$ cat src/rtl/button_pio_pkg.sv
// Shared definitions for the push-button PIO slave: bus data width and the
// word addresses of the software-visible registers.
package button_pio_pkg;

    localparam int DATA_W = 32;

    localparam logic [1:0] ADDR_DATA = 2'd0;
    localparam logic [1:0] ADDR_MASK = 2'd2;
    localparam logic [1:0] ADDR_EDGE = 2'd3;

endpackage : button_pio_pkg

$ cat src/rtl/button_debounce_bit.sv
// One button channel: two-flop synchroniser, stability counter and debounced
// level, plus a one-cycle press pulse.
// Ports:
//   clk, reset_n  - clock and synchronous active-low reset
//   raw           - asynchronous button pin, 0 = pressed
//   level         - debounced level (resets to 1 = released)
//   press_pulse   - high for the single cycle whose closing edge drops level 1->0
module button_debounce_bit #(
    parameter int DEBOUNCE_CYCLES = 500000,
    parameter int CNT_W           = 19
) (
    input  logic clk,
    input  logic reset_n,
    input  logic raw,
    output logic level,
    output logic press_pulse
);

    localparam logic [CNT_W-1:0] CNT_LAST = CNT_W'(DEBOUNCE_CYCLES - 1);

    logic             sync1_r;
    logic             sync2_r;
    logic             level_r;
    logic [CNT_W-1:0] cnt_r;
    logic             cnt_last_s;

    assign cnt_last_s = (cnt_r == CNT_LAST);

    // Synchroniser, stability counter and debounced level.
    always_ff @(posedge clk) begin
        if (!reset_n) begin
            sync1_r <= 1'b1;
            sync2_r <= 1'b1;
            level_r <= 1'b1;
            cnt_r   <= '0;
        end else begin
            sync1_r <= raw;
            sync2_r <= sync1_r;
            // Any return to the current level restarts the stability count.
            if (sync2_r == level_r) begin
                cnt_r <= '0;
            end else if (cnt_last_s) begin
                level_r <= sync2_r;
                cnt_r   <= '0;
            end else begin
                cnt_r <= cnt_r + CNT_W'(1);
            end
        end
    end

    // The pulse is produced from the same condition that drops the level so the
    // capture register and the level change on the same edge.
    always_comb begin
        press_pulse = level_r & ~sync2_r & cnt_last_s;
    end

    assign level = level_r;

endmodule : button_debounce_bit

$ cat src/rtl/button_pio_edge_slave.sv
// Avalon-MM slave for the board push-buttons: debounced DATA register,
// interrupt mask, sticky press edge-capture and a level interrupt.
// Ports:
//   clk, reset_n              - clock and synchronous active-low reset
//   in_port[WIDTH]            - raw button pins, 0 = pressed
//   address, chipselect,
//   read, write, writedata    - Avalon-MM slave request (no waitrequest)
//   readdata                  - registered read data, latency 1
//   irq                       - registered level interrupt
module button_pio_edge_slave
    import button_pio_pkg::*;
#(
    parameter int WIDTH           = 4,
    parameter int DEBOUNCE_CYCLES = 500000,
    parameter int CNT_W           = 19
) (
    input  logic              clk,
    input  logic              reset_n,
    input  logic [WIDTH-1:0]  in_port,
    input  logic [1:0]        address,
    input  logic              chipselect,
    input  logic              read,
    input  logic              write,
    input  logic [DATA_W-1:0] writedata,
    output logic [DATA_W-1:0] readdata,
    output logic              irq
);

    logic [WIDTH-1:0]  level_s;
    logic [WIDTH-1:0]  press_s;
    logic [WIDTH-1:0]  mask_r;
    logic [WIDTH-1:0]  edge_r;
    logic [WIDTH-1:0]  mask_next_s;
    logic [WIDTH-1:0]  edge_next_s;
    logic [DATA_W-1:0] rd_mux_s;
    logic [DATA_W-1:0] readdata_r;
    logic              irq_r;
    logic              rd_s;
    logic              wr_s;

    for (genvar i = 0; i < WIDTH; i++) begin : g_bit
        button_debounce_bit #(
            .DEBOUNCE_CYCLES (DEBOUNCE_CYCLES),
            .CNT_W           (CNT_W)
        ) u_bit (
            .clk         (clk),
            .reset_n     (reset_n),
            .raw         (in_port[i]),
            .level       (level_s[i]),
            .press_pulse (press_s[i])
        );
    end

    assign rd_s = chipselect & read;
    assign wr_s = chipselect & write;

    // Next mask/capture values; a press in the same cycle as a clear keeps the bit set.
    always_comb begin
        mask_next_s = mask_r;
        edge_next_s = edge_r | press_s;
        if (wr_s && (address == ADDR_MASK)) begin
            mask_next_s = writedata[WIDTH-1:0];
        end else begin
            mask_next_s = mask_r;
        end
        if (wr_s && (address == ADDR_EDGE)) begin
            edge_next_s = (edge_r & ~writedata[WIDTH-1:0]) | press_s;
        end else begin
            edge_next_s = edge_r | press_s;
        end
    end

    // Read mux over the pre-edge register values, zero-extended to the bus.
    always_comb begin
        rd_mux_s = '0;
        case (address)
            ADDR_DATA: rd_mux_s[WIDTH-1:0] = ~level_s;
            ADDR_MASK: rd_mux_s[WIDTH-1:0] = mask_r;
            ADDR_EDGE: rd_mux_s[WIDTH-1:0] = edge_r;
            default:   rd_mux_s = '0;
        endcase
    end

    // Register file, registered read data and interrupt.
    always_ff @(posedge clk) begin
        if (!reset_n) begin
            mask_r     <= '0;
            edge_r     <= '0;
            readdata_r <= '0;
            irq_r      <= 1'b0;
        end else begin
            mask_r <= mask_next_s;
            edge_r <= edge_next_s;
            irq_r  <= |(edge_next_s & mask_next_s);
            if (rd_s) begin
                readdata_r <= rd_mux_s;
            end
        end
    end

    assign readdata = readdata_r;
    assign irq      = irq_r;

endmodule : button_pio_edge_slave

$ cat config.mk
export PLATFORM = sky130hd
export DESIGN_NAME = button_pio_edge_slave
export DESIGN_NICKNAME = d
export VERILOG_FILES = /design/src/rtl/button_pio_pkg.sv /design/src/rtl/button_debounce_bit.sv /design/src/rtl/button_pio_edge_slave.sv
export SDC_FILE = /design/constraint.sdc
export NUM_CORES = 1
export LEC_CHECK = 0
export CAP_MARGIN = 25
export CORE_ASPECT_RATIO = 1.5
export CORE_UTILIZATION = 35
export DETAILED_ROUTE_END_ITERATION = 12
export PLACE_DENSITY = 0.65
export SLEW_MARGIN = 20
export SYNTH_ARGS = -nofsm -noshare
export SYNTH_HDL_FRONTEND = slang
export SYNTH_HIERARCHICAL = 1
export SYNTH_SLANG_ARGS = --single-unit
$ cat constraint.sdc
create_clock -name clk -period 4.5 [get_ports clk]
set_clock_uncertainty 0.05 [all_clocks]
set_input_delay 0.9 -clock clk [delete_from_list [all_inputs] [get_ports clk]]
set_output_delay 0.9 -clock clk [all_outputs]
set_load 0.05 [all_outputs]
# --- Yosys cells after proc, flatten, opt, wreduce, memory -nomap -nowiden ---
# Cells that the tools add are included.
totals:
  ff_bits: 101
  wordCells: 74
  out_inout_bits: 33
  inputBits: 43
classes:
  bitwise_logic: 25
  reduce_logical: 12
  addsub: 4
  muxes: 3
  eq_ne: 10
op_table:
  columns: ["cell", "n"]
  rows:
  - ["adder 19 x 1 -> 19 bit, second input constant", 4]
  - ["== test 19 bit, second input constant", 4]
  - ["case mux 4 bit (3 select lines)", 1]
  - ["OR reduction 3 bit", 4]
  - ["bitwise AND 1 bit", 10]
  - ["inverter 1 bit", 9]
  - ["bitwise AND 4 bit", 2]
  - ["two-way mux 4 bit", 2]
  - ["inverter 4 bit", 2]
  - ["bitwise OR 4 bit", 2]
  - ["AND reduction 2 bit", 4]
  - ["== test 1 bit", 4]
  - ["== test 2 bit, second input constant", 2]
  - ["OR reduction 4 bit", 1]
  - ["logical AND 1 bit", 2]
  - ["logical NOT 2 bit", 1]

# --- Depth between registers and ports, before layout ---
# Gate-level depths: netlist of the first run.
logic_depth:
  ltp_word: 7
  mapped_depth: 8

# --- Hierarchy ---
# The synthesis of the first run kept the hierarchy.
modules_own_cells:
  columns: ["module", "area_per_inst_um2", "instances", "cells_per_inst", "seq_area_each_um2"]
  rows:
  - ["button_debounce_bit", 998.5, 4, 112, 440.4]
  - ["button_pio_edge_slave", 848.3, 1, 88, 260.2]

# --- Least setup slack after synthesis of the first run ---
# No wires, ideal clock.
synth_path:
  path_kind: "reg-to-reg"
  startpoint: "register g_bit[3].u_bit.cnt_r[11]"
  endpoint: "register irq_r, in the netlist irq"
  setup_ns: 0.058
  arrival_ns: 2.029
  path_slack_ns: 2.364
  path_stages_with_launch: 8
  path_buffers: 0
  required_ns: 4.392
  cell_sequence: "dfxtp_1 > or4b_1 > or4_4 > nor3_1 > or2b_1 > o22ai_1 > o22ai_1 > o21a_1"
synth_via:
  elab_chain_cells: 6
  elab_cells_between_ends: 7
  classes_between: "eq/ne: 1; mux: 1; bitwise: 4; reduce/logical: 1"
synth_lines:
  columns: ["element", "line_no", "source"]
  rows:
  - ["start, declared", "button_debounce_bit.sv:24", "logic [CNT_W-1:0] cnt_r;"]
  - ["start signal, assigned", "button_debounce_bit.sv:46", "cnt_r <= cnt_r + CNT_W'(1);"]
  - ["== test 19 bit (*)", "button_debounce_bit.sv:27", "assign cnt_last_s = (cnt_r == CNT_LAST);"]
  - ["bitwise AND 1 bit (*)", "button_debounce_bit.sv:54", "press_pulse = level_r & ~sync2_r & cnt_last_s;"]
  - ["via press_s[3]", "button_pio_edge_slave.sv:30", "logic [WIDTH-1:0] press_s;"]
  - ["bitwise OR 4 bit (on tied branches)", "button_pio_edge_slave.sv:69, button_pio_edge_slave.sv:67", null]
  - ["two-way mux 4 bit (*)", "button_pio_edge_slave.sv:66", "if (wr_s && (address == ADDR_EDGE)) begin"]
  - ["bitwise AND 4 bit (*)", "button_pio_edge_slave.sv:94", "irq_r <= |(edge_next_s & mask_next_s);"]
  - ["OR reduction 4 bit (*)", "button_pio_edge_slave.sv:94", null]
  - ["end signal, assigned", "button_pio_edge_slave.sv:94", null]
  - ["end, declared", "button_pio_edge_slave.sv:37", "logic irq_r;"]
# The timed path passes the listed nets; every way through them passes the cells marked *.
# A chain may end at the register's enable or synchronous reset.

# --- Worst setup path after layout of the first run ---
layout_path:
  startpoint: "register readdata_r[1], in the netlist readdata[1]"
  endpoint: "output readdata[1]"
layout_lines:
  columns: ["element", "line_no", "source"]
  rows:
  - ["start, declared", "button_pio_edge_slave.sv:36", "logic [DATA_W-1:0] readdata_r;"]
  - ["start signal, assigned", "button_pio_edge_slave.sv:96", "readdata_r <= rd_mux_s;"]
  - ["end, declared", "button_pio_edge_slave.sv:25", "output logic [DATA_W-1:0] readdata,"]
# No word-level cell between the ends.

==> results.md, run 1 <==
- Starting Density: 0.360
- Initial antenna violation count: 0
- Final period util: 0.552
- Global Route Usage Sum: 0.132
- Final hold violations: 0
- Slew Viols, Final: 0
- Peak VDD IR: 0.183 mV
- Core region area: approximately 13000 µm²
- Die Span Y: 146 µm
- Overflow after GRT: 0
- ANT nets after route: 0
- Status: complete, but fails checks
- H-tree depth: 3
- P per Cell Area: 326 nW/µm²
- Final min period: between 2 and 2.5 ns
- Post-Syn Area: 4840 µm²
- Top post-synthesis cells by area: dfxtp_1 42%, xnor2_1 8.7%, nor2_1 5.6%, buf_4 4.5%, inv_1 2.8%
- Max incr delay on CP: just over 0.8 ns
- Via Count: ~3700
- Top-count cell post-synth: dfxtp_1
- Average cell area after synthesis: between 9 and 10 µm²
- Drt wl/cell: 12.6 µm
- Placed Instances: just over 700
- Critical Setup Path Class: register to output pin
- Area share of the largest cell type after synthesis: 0.418
- DRC Markers: 3
- IO buf count: 19
- Buffers & Inverters on Critical Path: 1
- Register-to-register path setup slack: 2.09 ns
- Dpl ws: 1.78 ns
- Violations in the final reports: DRC
- Rel. slew slack: 0.553
- Worst-path clk slew: 0.07 ns
- Vias per cell: 5.14
- Worst-Skew Late Latency: 0.34 ns
- TritonCTS clock tree: yes
- Critical-path maximum fanout: 2
- Root buffer cell: clkbuf_16
- DP Area: 5050 µm²
- Clock sink count: 101
- Fmax: about 400 MHz
- I/O pin cnt: 76
- Router iterations before antenna repair: 8
- Setup slack after layout: between 2 and 2.5 ns
- Final Non-Filler Cells: 725
- DIE WIDTH: 98.0 µm
- Crit path cell chain: clkdlybuf4s50_1
- Area delta synth->final: 10.2%
- Setup bufs post-CTS: 0
- Post-synth top flop: dfxtp_1
- Fin area: about 5300 µm²
- Final setup viols: 0
- GPL Wtd Cong: 0.821
- Diodes inserted: 0
- Global-route wire length before repair: 15400 µm
- Worst min-delay path class: register to register
- Vias in the first global route: approximately 3500
- Drt initial violations: 125
- DPL Wire Length: 6560 µm
- WL final: around 9100 µm
- Worst Path Required: 3.55 ns
- Max cap viols: 0
- Layout Nets: between 600 and 700
- Seq/Total Area, Yosys: 0.418
- Worst Tran Pin Value: roughly 0.67 ns
- RSZ-0062 raised after global routing: false
- Critical Path Source Type: register
- CP max stage cell: clkdlybuf4s50_1
- Netlist cell types: 40
- Post-synth top cells: 101 x dfxtp_1, 72 x nor2_1, 48 x xnor2_1, 36 x inv_1, 29 x buf_4
- Fraction of registers with async set/reset: 0
- PnR Total Power: 1.74 mW
- Leakage: ~1.6 nW
- Count of flip-flops with a built-in enable after synthesis: 0
- FP Rows: 52
- CP endpoint kind: output pin
- Post_cts resized: 0
- Setup TNS: 0 ns
- Post-CTS Hold Fix Bufs: 0
- Yosys reg bits: 101
- Fill count: 1342
- Die area: between 10000 and 15000 µm²
- CTS Buffer Depth: 2
- Delay-heaviest family, CP: buffers and inverters
- Share of cells above drive strength 1: 0.0675
- Area leader, netlist: dfxtp_1
- WHS: 0.357 ns
- Utilization of the core after routing: 0.396
- Cells after Synth: between 500 and 600
- Synthesis Warnings: 6
- CP arrival: around 1.5 ns
- Largest net degree at the start of global routing: 22
- Total CTS buffers: 9
==> final timing paths <==
check	from	depth (start not counted)	endpoint
setup / recovery	readdata[1]	1	readdata[1]
hold / removal	g_bit[1].u_bit/sync1_r	1	g_bit[1].u_bit/sync2_r
setup reg to reg	g_bit[0].u_bit/cnt_r[11]	7	irq
hold reg to reg	g_bit[1].u_bit/sync1_r	1	g_bit[1].u_bit/sync2_r
==> kinds of logic after synthesis <==
family,Yosys count,share of synthesized area
and+or+nand+nor,243,0.277
adders and majority gates,8,0.0207
muxes,8,0.0176
AOI/OAI and AO/OA,47,0.0775
DFF,101,0.418
xor gates and xnor gates,56,0.101
buffers and inverters,72,0.0876
other,1,0.000774
==> cell usage in the layout, fill, tap and decap left out, drive strengths merged, types with 20 or more instances in the layout <==
cell type,n
dfxtp,101
nor2,72
xnor2,48
inv,36
nand2,28
conb,28
nand3,24
nand4,21
nor3,20
nor4,20
==> per-layer routing <==
layer | share of wire | wire [µm] | vias up | global-route usage
li1 | - | - | 1861 | -
met1 | 0.43 | 3960 | 1774 | 0.146
met2 | 0.51 | 4670 | 78 | 0.238
met3 | 0.033 | 301 | 17 | 0.0287
met4 | 0.020 | 181 | 0 | 0.0568
met5 | 0 | 0 | - | 0
==> registers in the layout, indices dropped and copies added, names as in the netlist <==
register	count
g_bit.u_bit/cnt_r	76
edge_r	4
g_bit.u_bit/level	4
g_bit.u_bit/sync1_r	4
g_bit.u_bit/sync2_r	4
mask_r	4
readdata	4
irq	1
==> report_power, final <==
group          internal [mW]  total, mW  leakage [nW]  switching, mW
combinational         0.0281      0.111         0.703         0.0833
clock                  0.390      0.724         0.128          0.334
sequential             0.901      0.904         0.816        0.00374
total                   1.32       1.74          1.65          0.421
==> cell type report <==
cell class | instances | area, µm² | share of cell area
multi-input cells | 390 | 2500 | 0.468
flip-flops and latches | 101 | 2020 | 0.379
clock buffers | 11 | 243 | 0.0455
well taps | 162 | 203 | 0.0380
repair buffers | 20 | 198 | 0.0371
inverters | 36 | 135 | 0.0253
clock inverters | 5 | 36.3 | 0.00680
No activity file was read; power rests on OpenSTA's default activity.
==> run 2: changes to the inputs <==
Settings changed: PLACE_DENSITY 0.65 to 0.67.
Clock period 4.5 ns to 2.2 ns, I/O delays scaled along.
==> run 2 against run 1 <==
The run ends with DRC, setup timing left. Total power is 110% higher. Combinational power is 120% higher. Wire length increased by 5.4%. Largest cell class unchanged. Die area unchanged. Clock power up 120%. Hold slack better by 0.0018 ns. Highest routed layer unchanged. Clock-buffer cell count is 2 lower.
==> results.md, run 2 (synthesis gave the netlist of run 1 again) <==
- Status: complete, but fails checks
- Violations in the final reports: DRC, setup timing
- Leakage: 1.98 nW (+20%)
- Register-to-register path setup slack: -0.02 ns (-2.11 ns)
- Post-CTS Hold Fix Bufs: 0 (unchanged)
- Worst min-delay path class: register to register
- PnR Total Power: 3.71 mW (+110%)
- Final hold violations: 0 (unchanged)
- Setup TNS: -0.0207 ns (-0.0207 ns)
- Share of cells above drive strength 1: 0.164 (+0.0965)
- Most frequent cells in the layout: 100 x dfxtp_1, 72 x nor2_1, 49 x buf_4
- Root buffer cell: clkbuf_16
- Diodes inserted: 0 (unchanged)
- H-tree depth: 3 (unchanged)
- GPL Wtd Cong: 0.815 (-0.78%)
- Starting Density: 0.360 (unchanged)
- Area of the multi-input gates: 2550 µm² (+2.0%)
- Final min period: 2.22 ns
- Overflow after GRT: 0 (unchanged)
- Hold_sp: g_bit[3].u_bit/sync1_r
- Router iterations before antenna repair: 8 (unchanged)
- Area delta synth->final: 21.3%
- Dpl ws: -0.0345 ns (-1.82 ns)
- Critical Path Source Type: register
- Final period util: 1.01
- Max reg flops: 76 (unchanged)
- Worst-path clk slew: 0.07 ns (about the same)
- Seq pwr share: 0.499 (-0.021)
- Global-route wire length before repair: 16800 µm (+9.0%)
- IO buf count: 19 (unchanged)
- DRC Markers: 9 (+6)
- Worst Path Required: 2.44 ns (-1.11 ns)
- Fill count: 1256 (-6.4%)
- Drt wl/cell: 12.3 µm (-1.8%)
- WL final: 9600 µm (+5.4%)
- Sw Pwr: 0.898 mW (+110%)
- CP arrival: 2.46 ns (+0.92 ns)
- Initial antenna violation count: 0 (unchanged)
- Hold EP: g_bit[3].u_bit/sync2_r
- Final setup viols: 1 (+1)
- DIE WIDTH: 98.0 µm (unchanged)
- ANT nets after route: 0 (unchanged)
- I/O pin cnt: 76 (unchanged)
- Critical Setup Path Class: register to register
- Combinational Power Share: 0.066 (+0.002)
- TritonCTS clock tree: yes
- Die area: 14300 µm² (unchanged)
- Worst-Skew Late Latency: 0.35 ns (about the same)
- Hold-critical path depth: 1 (unchanged)
- Largest net degree at the start of global routing: 30 (+36%)
- P per Cell Area: 631 nW/µm² (+93%)
- FP Rows: 52 (unchanged)
- Max cap viols: 0 (unchanged)
- Switch share: 0.242 (+0.000469)
- Int Pwr: 2.81 mW (+110%)
- Total CTS buffers: 9 (unchanged)
- CP endpoint kind: register
- Fmax: 450 MHz
- FF-to-FF path depth: 7 (unchanged)
- Register Area: 2020 µm² (about the same)
- Global Route Usage Sum: 0.144 (+0.0120)
- Final Non-Filler Cells: 778 (+7.3%)
- Most flops, register: g_bit.u_bit/cnt_r
- Via Count: 3882 (+4.1%)
- Rel. slew slack: 0.591 (+0.0377)
- RSZ-0062 raised after global routing: true
- Vias in the first global route: 3933 (+12%)
- CTS Buffer Depth: 2 (unchanged)
- Setup slack after layout: -0.0207 ns (-2.03 ns)
- DPL Wire Length: 7160 µm (+9.1%)
- Fin area: 5870 µm² (+10%)
- Critical-path maximum fanout: 2 (unchanged)
- Drt initial violations: 96 (-23%)
- DP Area: 5520 µm² (+9.1%)
- Worst reg2reg startpoint: g_bit[0].u_bit/cnt_r[11]
- RR Endpoint: irq
- Commonest non-fill, non-tap cell in the layout: dfxtp_1
- Vias per cell: 4.99 (-3.0%)
- Slew Viols, Final: 0 (unchanged)
- Placed Instances: 762 (+7.5%)
- Worst Tran Pin Value: 0.609 ns (-0.0601 ns)
- Clock power frac: 0.435 (+0.019)
- Core region area: 13500 µm² (unchanged)
- Setup bufs post-CTS: 0 (unchanged)
- Die Span Y: 146 µm (unchanged)
- Layout Nets: 662 (+8.7%)
- Peak VDD IR: 0.300 mV (+64%)
- Clock sink count: 101 (unchanged)
run 2: cell types whose count changed in the layout (fill, tap and decap cells not counted), sizes merged:
cell / previous run / this run
buf: 1 / 54
bufinv: 0 / 1
clkbuf: 11 / 9
clkinvlp: 3 / 2
inv: 36 / 38
run 2: worst max path at each step:
stage | from | endpoint | depth (start not counted)
6_report | g_bit[0].u_bit/cnt_r[11] | irq | 7
3_5_place_dp | g_bit[0].u_bit/cnt_r[11] | irq | 7
2_1_floorplan | g_bit[3].u_bit/cnt_r[11] | irq | 7
4_1_cts | g_bit[0].u_bit/cnt_r[11] | irq | 7
5_1_grt | g_bit[0].u_bit/cnt_r[11] | irq | 7
3_3_place_gp | g_bit[3].u_bit/cnt_r[11] | irq | 7
run 2: through the flow:
step,hold WS (ns),util
3_3_place_gp,0.341,0.410
6_report,0.359,0.436
2_1_floorplan,0.336,-
5_1_grt,0.385,0.436
4_1_cts,0.363,0.434
3_5_place_dp,0.346,0.410
run 2: metal layers:
layer / vias up / GRT usage / wire (µm)
li1: 1959 / - / -
met1: 1835 / 0.157 / 4000
met2: 69 / 0.258 / 5010
met3: 19 / 0.0311 / 337
met4: 0 / 0.0727 / 259
met5: - / 0 / 0
run 2: what timing repair did:
| action | 4_1_cts | 5_1_grt |
|---|---|---|
| setup endpoints to repair | 1 | 1 |
| pin swaps | 0 | 4 |
| resized for setup | 4 | 6 |
| cloned | 0 | 0 |
run 2: cell type report:
type	count	area share
multi-input cells	390	0.434
flip-flops and latches	101	0.344
repair buffers	73	0.112
clock buffers	9	0.0383
well taps	162	0.0345
inverters	36	0.0230
clock inverters	7	0.0141
run 2: critical path: stages (launching register included):
cell	delay [ns]
dfxtp_2	0.32
or4b_4	0.52
or4_4	0.57
nor3_4	0.16
nand2b_4	0.15
o22ai_2	0.07
o22ai_2	0.18
o21a_1	0.13
run 2: power groups by stage:
stage	Combinational [mW]	Sequential [mW]	Clock (mW)
after floorplan	0.206	1.90	0
after global placement	0.241	1.89	0
after detailed placement	0.243	1.89	0
after CTS	0.245	1.85	1.66
after global routing	0.260	1.85	1.75
final	0.246	1.85	1.61
